**src/rtl/sisp_job_sequencer_pkg.sv**
```systemverilog
// Shared types and constants for the SISP job sequencer: FSM states, context
// addresses, mode codes and the replay-count saturation helper.
package sisp_job_sequencer_pkg;

   localparam int unsigned CTX_MODE_ADDR   = 0;
   localparam int unsigned CTX_RESULT_ADDR = 121;

   localparam logic [5:0] MODE_CAND_HIST = 6'd1;
   localparam logic [5:0] MODE_DISTANCE  = 6'd3;

   typedef enum logic [2:0] {
      ST_IDLE,
      ST_CLRBUF,
      ST_CFG,
      ST_ARM,
      ST_WAIT,
      ST_RD,
      ST_CAP,
      ST_DONE
   } state_t;

   function automatic int unsigned sat_ncfg(input int unsigned n, input int unsigned depth);
      return (n > depth) ? depth : n;
   endfunction

endpackage

```
**src/rtl/sisp_job_sequencer_cfg_table.sv**
```systemverilog
// Context-write table: DEPTH x {addr, data} register file, one synchronous
// write port, one asynchronous read port, cleared by reset.
module sisp_job_sequencer_cfg_table #(
   parameter int unsigned DEPTH  = 16,
   parameter int unsigned ADDR_W = 8,
   parameter int unsigned DATA_W = 64,
   parameter int unsigned IDX_W  = $clog2(DEPTH)
) (
   input  logic              clk,
   input  logic              reset_n,
   input  logic              we,
   input  logic [IDX_W-1:0]  widx,
   input  logic [ADDR_W-1:0] waddr,
   input  logic [DATA_W-1:0] wdata,
   input  logic [IDX_W-1:0]  ridx,
   output logic [ADDR_W-1:0] raddr,
   output logic [DATA_W-1:0] rdata
);

   logic [ADDR_W-1:0] addr_mem [DEPTH];
   logic [DATA_W-1:0] data_mem [DEPTH];

   always_ff @(posedge clk or negedge reset_n) begin
      if (!reset_n) begin
         for (int unsigned i = 0; i < DEPTH; i++) begin
            addr_mem[i] <= '0;
            data_mem[i] <= '0;
         end
      end else if (we) begin
         addr_mem[widx] <= waddr;
         data_mem[widx] <= wdata;
      end
   end

   assign raddr = addr_mem[ridx];
   assign rdata = data_mem[ridx];

endmodule

```
**src/rtl/sisp_job_sequencer.sv**
```systemverilog
// Host-side SISP job sequencer: replays the context table, issues the mode,
// waits for DataOutReady (with timeout) and optionally captures one result word.
module sisp_job_sequencer
   import sisp_job_sequencer_pkg::*;
#(
   parameter int unsigned CFG_DEPTH   = 16,
   parameter int unsigned DATA_W      = 64,
   parameter int unsigned CADDR_W     = 8,
   parameter int unsigned TIMEOUT_CYC = 65535,
   parameter int unsigned RESULT_ADDR = CTX_RESULT_ADDR,
   parameter int unsigned IDX_W       = $clog2(CFG_DEPTH),
   parameter int unsigned NCFG_W      = $clog2(CFG_DEPTH + 1)
) (
   input  logic               clk,
   input  logic               reset_n,
   input  logic               stall_i,
   input  logic               cfg_we_i,
   input  logic [IDX_W-1:0]   cfg_idx_i,
   input  logic [CADDR_W-1:0] cfg_addr_i,
   input  logic [DATA_W-1:0]  cfg_data_i,
   input  logic               job_valid_i,
   output logic               job_ready_o,
   input  logic [5:0]         job_mode_i,
   input  logic [NCFG_W-1:0]  job_ncfg_i,
   input  logic               job_rd_result_i,
   output logic [CADDR_W-1:0] sisp_ctx_addr_o,
   output logic [DATA_W-1:0]  sisp_data_o,
   output logic               sisp_data_ready_o,
   output logic               sisp_gateclk_o,
   output logic               sisp_reset_buffer_o,
   input  logic [DATA_W-1:0]  sisp_data_i,
   input  logic               sisp_out_ready_i,
   output logic               done_valid_o,
   input  logic               done_ready_i,
   output logic [DATA_W-1:0]  done_result_o,
   output logic               done_timeout_o,
   output logic               busy_o
);

   localparam int unsigned TW = $clog2(TIMEOUT_CYC + 1);

   state_t              st_q, st_nx;
   logic [IDX_W-1:0]    idx_q, idx_nx;
   logic [NCFG_W-1:0]   n_q, n_nx;
   logic [5:0]          mode_q, mode_nx;
   logic                rd_q, rd_nx;
   logic [TW-1:0]       wcnt_q, wcnt_nx;
   logic                to_nx;
   logic [DATA_W-1:0]   res_nx;
   logic [CADDR_W-1:0]  addr_nx, tbl_addr;
   logic [DATA_W-1:0]   data_nx, tbl_data;

   sisp_job_sequencer_cfg_table #(
      .DEPTH  (CFG_DEPTH),
      .ADDR_W (CADDR_W),
      .DATA_W (DATA_W),
      .IDX_W  (IDX_W)
   ) u_cfg_table (
      .clk     (clk),
      .reset_n (reset_n),
      .we      (cfg_we_i && (st_q == ST_IDLE)),
      .widx    (cfg_idx_i),
      .waddr   (cfg_addr_i),
      .wdata   (cfg_data_i),
      .ridx    (idx_nx),
      .raddr   (tbl_addr),
      .rdata   (tbl_data)
   );

   // Next-state view; outputs are registered from it so each bus value
   // appears during the cycle its state is occupied.
   always_comb begin
      st_nx   = st_q;
      idx_nx  = idx_q;
      n_nx    = n_q;
      mode_nx = mode_q;
      rd_nx   = rd_q;
      wcnt_nx = wcnt_q;
      to_nx   = done_timeout_o;
      res_nx  = done_result_o;
      if (!stall_i || (st_q == ST_DONE)) begin
         unique case (st_q)
            ST_IDLE: if (job_valid_i) begin
               st_nx   = ST_CLRBUF;
               mode_nx = job_mode_i;
               n_nx    = NCFG_W'(sat_ncfg(32'(job_ncfg_i), CFG_DEPTH));
               rd_nx   = job_rd_result_i;
               to_nx   = 1'b0;
               res_nx  = '0;
            end
            ST_CLRBUF: begin
               idx_nx = '0;
               st_nx  = (n_q == '0) ? ST_ARM : ST_CFG;
            end
            ST_CFG: begin
               if (NCFG_W'(idx_q) + NCFG_W'(1) == n_q) st_nx = ST_ARM;
               else                                     idx_nx = idx_q + IDX_W'(1);
            end
            ST_ARM: begin
               st_nx   = ST_WAIT;
               wcnt_nx = TW'(1);
            end
            ST_WAIT: begin
               if (sisp_out_ready_i) begin
                  st_nx = rd_q ? ST_RD : ST_DONE;
               end else if (wcnt_q == TW'(TIMEOUT_CYC)) begin
                  st_nx = ST_DONE;
                  to_nx = 1'b1;
               end else begin
                  wcnt_nx = wcnt_q + TW'(1);
               end
            end
            ST_RD: st_nx = ST_CAP;
            ST_CAP: begin
               res_nx = sisp_data_i;
               st_nx  = ST_DONE;
            end
            ST_DONE: if (done_ready_i) st_nx = ST_IDLE;
            default: st_nx = ST_IDLE;
         endcase
      end
   end

   always_comb begin
      addr_nx = '0;
      data_nx = '0;
      unique case (st_nx)
         ST_CFG: begin
            addr_nx = tbl_addr;
            data_nx = tbl_data;
         end
         ST_ARM, ST_WAIT: begin
            addr_nx = CADDR_W'(CTX_MODE_ADDR);
            data_nx = DATA_W'(mode_nx);
         end
         ST_RD, ST_CAP: addr_nx = CADDR_W'(RESULT_ADDR);
         default: ;
      endcase
   end

   always_ff @(posedge clk or negedge reset_n) begin
      if (!reset_n) begin
         st_q                <= ST_IDLE;
         idx_q               <= '0;
         n_q                 <= '0;
         mode_q              <= '0;
         rd_q                <= 1'b0;
         wcnt_q              <= '0;
         job_ready_o         <= 1'b1;
         busy_o              <= 1'b0;
         sisp_data_ready_o   <= 1'b0;
         sisp_reset_buffer_o <= 1'b0;
         sisp_gateclk_o      <= 1'b0;
         sisp_ctx_addr_o     <= '0;
         sisp_data_o         <= '0;
         done_valid_o        <= 1'b0;
         done_result_o       <= '0;
         done_timeout_o      <= 1'b0;
      end else begin
         st_q                <= st_nx;
         idx_q               <= idx_nx;
         n_q                 <= n_nx;
         mode_q              <= mode_nx;
         rd_q                <= rd_nx;
         wcnt_q              <= wcnt_nx;
         job_ready_o         <= (st_nx == ST_IDLE);
         busy_o              <= (st_nx != ST_IDLE);
         sisp_data_ready_o   <= (st_nx != ST_IDLE);
         sisp_reset_buffer_o <= (st_nx == ST_CLRBUF);
         sisp_gateclk_o      <= (st_nx != ST_IDLE) && !stall_i;
         sisp_ctx_addr_o     <= addr_nx;
         sisp_data_o         <= data_nx;
         done_valid_o        <= (st_nx == ST_DONE);
         done_result_o       <= res_nx;
         done_timeout_o      <= to_nx;
      end
   end

endmodule

```
**config.mk**
```make
export PLATFORM = sky130hd
export DESIGN_NAME = sisp_job_sequencer
export DESIGN_NICKNAME = d
export VERILOG_FILES = /design/src/rtl/sisp_job_sequencer_pkg.sv /design/src/rtl/sisp_job_sequencer_cfg_table.sv /design/src/rtl/sisp_job_sequencer.sv
export SDC_FILE = /design/constraint.sdc
export NUM_CORES = 2
export LEC_CHECK = 0
export BUFFER_PORTS_ARGS = -buffer_cell sky130_fd_sc_hd__buf_2
export CAP_MARGIN = 0
export CORE_ASPECT_RATIO = 1.4
export CORE_MARGIN = 2
export CORE_UTILIZATION = 50
export DETAILED_ROUTE_END_ITERATION = 16
export PLACE_DENSITY = 0.77
export SYNTH_ARGS = -nofsm -noshare
export SYNTH_HDL_FRONTEND = slang
export SYNTH_SLANG_ARGS = --single-unit
```
**constraint.sdc**
```tcl
create_clock -name clk -period 3.4 [get_ports clk]
set_input_delay 0.34 -clock clk [delete_from_list [all_inputs] [get_ports clk]]
set_output_delay 0.34 -clock clk [all_outputs]
set_load 0.01 [all_outputs]
```
# Yosys cells after proc, flatten, opt, wreduce, memory -nomap -nowiden
# Cells that the tools add are included.
# word_totals
regBits,1329
out_inout_bits,143
wordCells,133
# classes
n_addsub,3
n_lt_le_gt_ge,4
n_eq_ne,20
muxes,39
bitwise_logic,2
n_reduce_logical,18
# ops
operator,count
1024-bit bitwise mux,1
64-bit binary-select mux with 4-bit select,1
64-bit demux with 4-bit select,1
64-bit 2-to-1 mux,4
64-bit case mux with 2 select lines,2
128-bit bitwise mux,1
8-bit binary-select mux with 4-bit select,1
8-bit demux with 4-bit select,1
16-bit 2-to-1 mux,2
16-bit case mux with 2 select lines,1
3-bit == test (second input constant),8
8-bit 2-to-1 mux,3
3-bit case mux with 8 select lines,1
3-bit 2-to-1 mux,6
6-bit 2-to-1 mux,3
16-bit by 1-bit adder with 16-bit output (second input constant),1
16-bit == test (second input constant),1
8-bit case mux with 2 select lines,1
3-bit by 2-bit == test with 1-bit output (second input constant),4
5-bit >= comparator (second input constant),2
4-bit NOT with 5-bit output,2
4-bit 2-to-1 mux,2
2-bit != test (second input constant),4
4-bit case mux with 2 select lines,1
other kinds (21),32

# Depth between registers and ports, before layout
# depth
word_depth,10
ltp_mapped,15

# Cells and area by module
# A second synthesis with hierarchy kept.
# unflattened
cells_unflattened,3811
hier_area_um2,58544.9
# modules_own_cells
mod,instances,cells_each,area_per_inst_um2,seq_area_each_um2
sisp_job_sequencer_cfg_table,1,3124,51388.0,28827.6
sisp_job_sequencer,1,687,7156.9,4430.5

# Worst setup path after synthesis
# Ideal clock, no wire load.
# synth_path
kind,register to register
start,reg idx_q[0]
end,reg sisp_ctx_addr_o[3]
setup_time_ns,0.139
arrival_ns,2.994
path_slack_ns,0.267
stages_incl_launch_ff,13
n_path_buf,2
path_cell_list,dfrtp_1 -> ha_1 -> xnor2_1 -> o211ai_1 -> a2111oi_0 -> a211oi_2 -> buf_4 -> inv_4 -> buf_6 -> mux2i_1 -> mux2i_1 -> a32o_1 -> or4_1
# synth_via
elab_chain_cells,10
# synth_lines
element,line,source
"start, declared",sisp_job_sequencer.sv:43,"logic [IDX_W-1:0] idx_q, idx_nx;"
"start signal, assigned",sisp_job_sequencer.sv:161,idx_q <= idx_nx;
4-bit by 1-bit adder with 5-bit output,sisp_job_sequencer.sv:96,if (NCFG_W'(idx_q) + NCFG_W'(1) == n_q) st_nx = ST_ARM;
5-bit == test,sisp_job_sequencer.sv:96,
4-bit 2-to-1 mux,sisp_job_sequencer.sv:96,
4-bit case mux with 2 select lines,sisp_job_sequencer.sv:82,unique case (st_q)
4-bit 2-to-1 mux,sisp_job_sequencer.sv:81,if (!stall_i || (st_q == ST_DONE)) begin
4-bit NOT with 5-bit output (not written as such),sisp_job_sequencer_cfg_table.sv:35,assign raddr = addr_mem[ridx];
8-bit binary-select mux with 4-bit select,sisp_job_sequencer_cfg_table.sv:35,
8-bit 2-to-1 mux (not written as such) (2 in a row),sisp_job_sequencer_cfg_table.sv:35,
8-bit case mux with 2 select lines *,sisp_job_sequencer.sv:127,unique case (st_nx)
via addr_nx[3],sisp_job_sequencer.sv:50,"logic [CADDR_W-1:0] addr_nx, tbl_addr;"
"end signal, assigned",sisp_job_sequencer.sv:171,sisp_ctx_addr_o <= addr_nx;
"end, declared",sisp_job_sequencer.sv:26,"output logic [CADDR_W-1:0] sisp_ctx_addr_o,"
# The timed path passes the listed nets; every way through them passes the cells marked *. The select of a mux whose other input is x is not followed.
# A chain may end at the register's enable or synchronous reset.

# Final worst setup path
# layout_path
start,reg idx_q[1]
end,reg sisp_data_o[38]
# layout_via
elab_chain_cells,10
# layout_lines
element,line,source
4-bit by 1-bit adder with 5-bit output,sisp_job_sequencer.sv:96,
5-bit == test,sisp_job_sequencer.sv:96,
4-bit 2-to-1 mux,sisp_job_sequencer.sv:96,
4-bit case mux with 2 select lines,sisp_job_sequencer.sv:82,
4-bit 2-to-1 mux,sisp_job_sequencer.sv:81,
4-bit NOT with 5-bit output (not written as such),sisp_job_sequencer_cfg_table.sv:36,assign rdata = data_mem[ridx];
64-bit binary-select mux with 4-bit select,sisp_job_sequencer_cfg_table.sv:36,
64-bit 2-to-1 mux (not written as such) (2 in a row),sisp_job_sequencer_cfg_table.sv:36,
64-bit case mux with 2 select lines *,sisp_job_sequencer.sv:127,
via data_nx[38],sisp_job_sequencer.sv:51,"logic [DATA_W-1:0] data_nx, tbl_data;"
"end signal, assigned",sisp_job_sequencer.sv:172,sisp_data_o <= data_nx;
"end, declared",sisp_job_sequencer.sv:27,"output logic [DATA_W-1:0] sisp_data_o,"
# Marks and branches as above.

==> results.md <==
* Outcome: finished with violations
* Failing checks: setup timing
* Placed insts at 6977
* Met3 usage at 4.55%
* Row count at 150
* TritonCTS clock tree: built
* Post-DRT Antenna Nets at 0
* Nets at 5806
* Most numerous cell in the Yosys netlist: dfrtp_1
* Slew margin rel. at 34.3%
* Crit. Startpoint: idx_q[1]
* Max-cap viol count at 0
* PwrDens at 916 nW/um2
* P_leak at 34.0 nW
* Vias at 44700
* Multi-input logic area at 25300 um2
* Average size of a mapped cell at 11.2 um2
* Placed Area at 64100 um2
* Fin crit share at 101%
* Synth unique cells at 62
* GRT busiest layer: met2
* R2r startpoint: idx_q[1]
* GP Congestion at 0.835
* Syn. warnings at 0
* Clock buffer depth at 3
* Average wire per standard cell at 23.5 um
* Pin count of the biggest net entering global routing at 125
* P&R area growth vs syn at 17.2%
* Remaining DRCs at 0
* Critical path class: flip-flop to flip-flop
* DP Wirelength at 95200 um
* Post-synth top area cell: dfrtp_1
* Syn Nets at 5500
* CP max-delay cell: dfrtp_1
* Cell count after synthesis at 5339
* Crit path DAT at 4020 ps
* Max Fclk at 0.291 GHz
* Clock transition at path regs at 80 ps
* Synthesized cell area at 60000 um2
* Worst-margin pin slew at 985 ps
* Clock Skew at 40.5 ps
* Async SR Flop Fraction at 100%
* Met1 GRT Util at 33.8%
* CP Capture Type: flip-flop
* Share of the synthesized area in the top cell type at 55.4%
* Via density at 6.09
* Layout cell share with drive strength beyond 1 at 34.2%
* FF-to-FF path depth at 13
* Routing usage on met2 at 44.9%
* CP Launch Type: flip-flop
* Routed wire length at 172000 um
* CP Depth at 13
* Fin. Hold Viols at 0
* WP buf/inv at 4
* H-Tree Level Count at 3
* Critical hold path startpoint: cfg_data_i[10]
* Full die area at 123000 um2
* GRT Overall Usage at 26.5%
* Final Max Tran Viols at 0
* Total gr overflow at 0
* Final instance area at 70400 um2
* Hold Path Stages at 2
* Worst-path cell chain: ha_4, xnor2_2, o211ai_1, buf_4, a211o_4, buf_4, a32o_1, o211ai_4, buf_12, buf_12, a31oi_1, a32oi_1, o221ai_1
* First-pass GRT wire length at 257000 um
* Die Wd at 297 um
* Vias in the first global route at 44900
* RSZ-0062 raised after global routing: yes
* Seq/Total Area, Yosys at 55.4%
* CP Max Fanout at 27
* Critical path required time at 3980 ps
* Synthesized flop and latch total at 1329
* Top cells by area, synth: dfrtp_1 (55%), mux2_2 (22%), nand2_1 (7.7%)
* Clock tree root driver cell: clkbuf_16
* Drt first pass iters at 5
* CTS Buf Count at 118
* Buffers on Ports at 301
* Non-filler cells, final at 7341
* Design Power at 0.0644 W
* Post-route minimum period at 3430 ps
* Top_reg_cell synth: dfrtp_1
* Post-synth EDFFs at 0
* Setup ws final at -30.7 ps
* Skew-Pair Late Insertion Delay at 760 ps
* Die Ht at 414 um
* Drt initial violations at 4838
* Core box area at 119000 um2
* Setup Viol. Count Final at 3
* Top Ports at 302
* Hold Path Class: input pin to flip-flop
* Initial Util at 50.4%
* Initial antenna violation count at 29
* Fillers at 9115
* Crit path max-delay family: compound AO/OA/AOI/OAI gates
* VDD IR-drop max at 0.000646 V
* Most frequent cells after synthesis: dfrtp_1 (1328), nand2_1 (1231), mux2_2 (1165), nand3_1 (619), clkbuf_1 (324)
* CP max stage delay at 410 ps
* # clock sinks at 1329
* Seq. cell area at 33300 um2
-- where the power goes --
group	leakage [nW]	internal, W	switching, W
Sequential	17.8	0.0215	0.00307
Clock	1.95	0.00779	0.00605
Combinational	14.2	0.0114	0.0146
-- path summary, 6_finish.rpt --
kind	endpoint	slack [ps]
worst max-delay path	sisp_data_o[38]	-30
worst max register to register	sisp_data_o[38]	-30
worst min register to register	rd_q	480
min in group asynchronous	u_cfg_table.data_mem[706]	130
max in group asynchronous	sisp_data_o[45]	2000
worst min-delay path	u_cfg_table.data_mem[906]	40
-- kinds of logic after synthesis --
family / synth area share [%]
simple gates: 14.6
flops: 55.4
mux: 23.0
buf+inv: 3.08
compound gates: 3.60
xor+xnor: 0.248
fa+ha+maj: 0.0417
-- routing by layer --
metal  wire (um)  up-vias
met5         207        -
met4        7270       30
met3       12700      472
met2       84500     1805
met1       67700    23100
li1            -    19300
-- per-stage QoR --
step                      util [%]  hold slack, ps  setup WS (ps)  TNS [ps]
final                         59.0            38.5          -30.7     -67.5
after global routing          59.0            55.6           -209     -5820
after CTS                     57.8            7.76           55.0         0
after detailed placement      53.8             370           41.1         0
after global placement        53.8             368           91.7         0
after floorplan                  -            44.4            267         0
-- registers in the layout, indices dropped and copies added, names as in the netlist, 3 cells and up --
signal	cells
sisp_data_o	64
n_q	5
u_cfg_table.addr_mem	128
mode_q	6
wcnt_q	16
u_cfg_table.data_mem	1024
done_result_o	64
st_q	3
idx_q	4
sisp_ctx_addr_o	8
-- worst reg2reg max path, cell delays in order, from the launching register on --
cell	delay [ps]
dfrtp_1	410
ha_4	290
xnor2_2	100
o211ai_1	210
buf_4	210
a211o_4	290
buf_4	150
a32o_1	260
o211ai_4	240
buf_12	310
buf_12	270
a31oi_1	100
a32oi_1	240
o221ai_1	180
-- repair_timing --
item                                   4_1_cts  5_1_grt
endpoints found under the hold margin      144        0
setup endpoints to repair                    3       63
cloned                                       0       28
buffers inserted                             0       38
pin swaps                                    0       33
resized for setup                            1       80
hold buffers                                79        0
-- layout by cell type (no fill, tap or decap), drive strengths merged, types with 60 or more instances in the layout --
| cell type | count |
|---|---|
| dfrtp | 1328 |
| nand2 | 1231 |
| mux2 | 1165 |
| nand3 | 619 |
| buf | 516 |
| clkbuf | 195 |
| dlygate4sd3 | 79 |
| nand4 | 77 |
| mux2i | 68 |
| a31oi | 64 |
| a32oi | 62 |
| o221ai | 60 |
-- layout make-up --
class	instances	area share, %
sequential	1329	47.3
clock inverter	40	0.795
clock buffer	170	4.85
inverter	13	0.117
tap	1596	2.84
antenna	10	0.0356
multi-input combinational	3562	36.0
timing repair buffer	620	8.10
timing repair inverter	1	0.0231
Power figures use the tool's default switching activity.
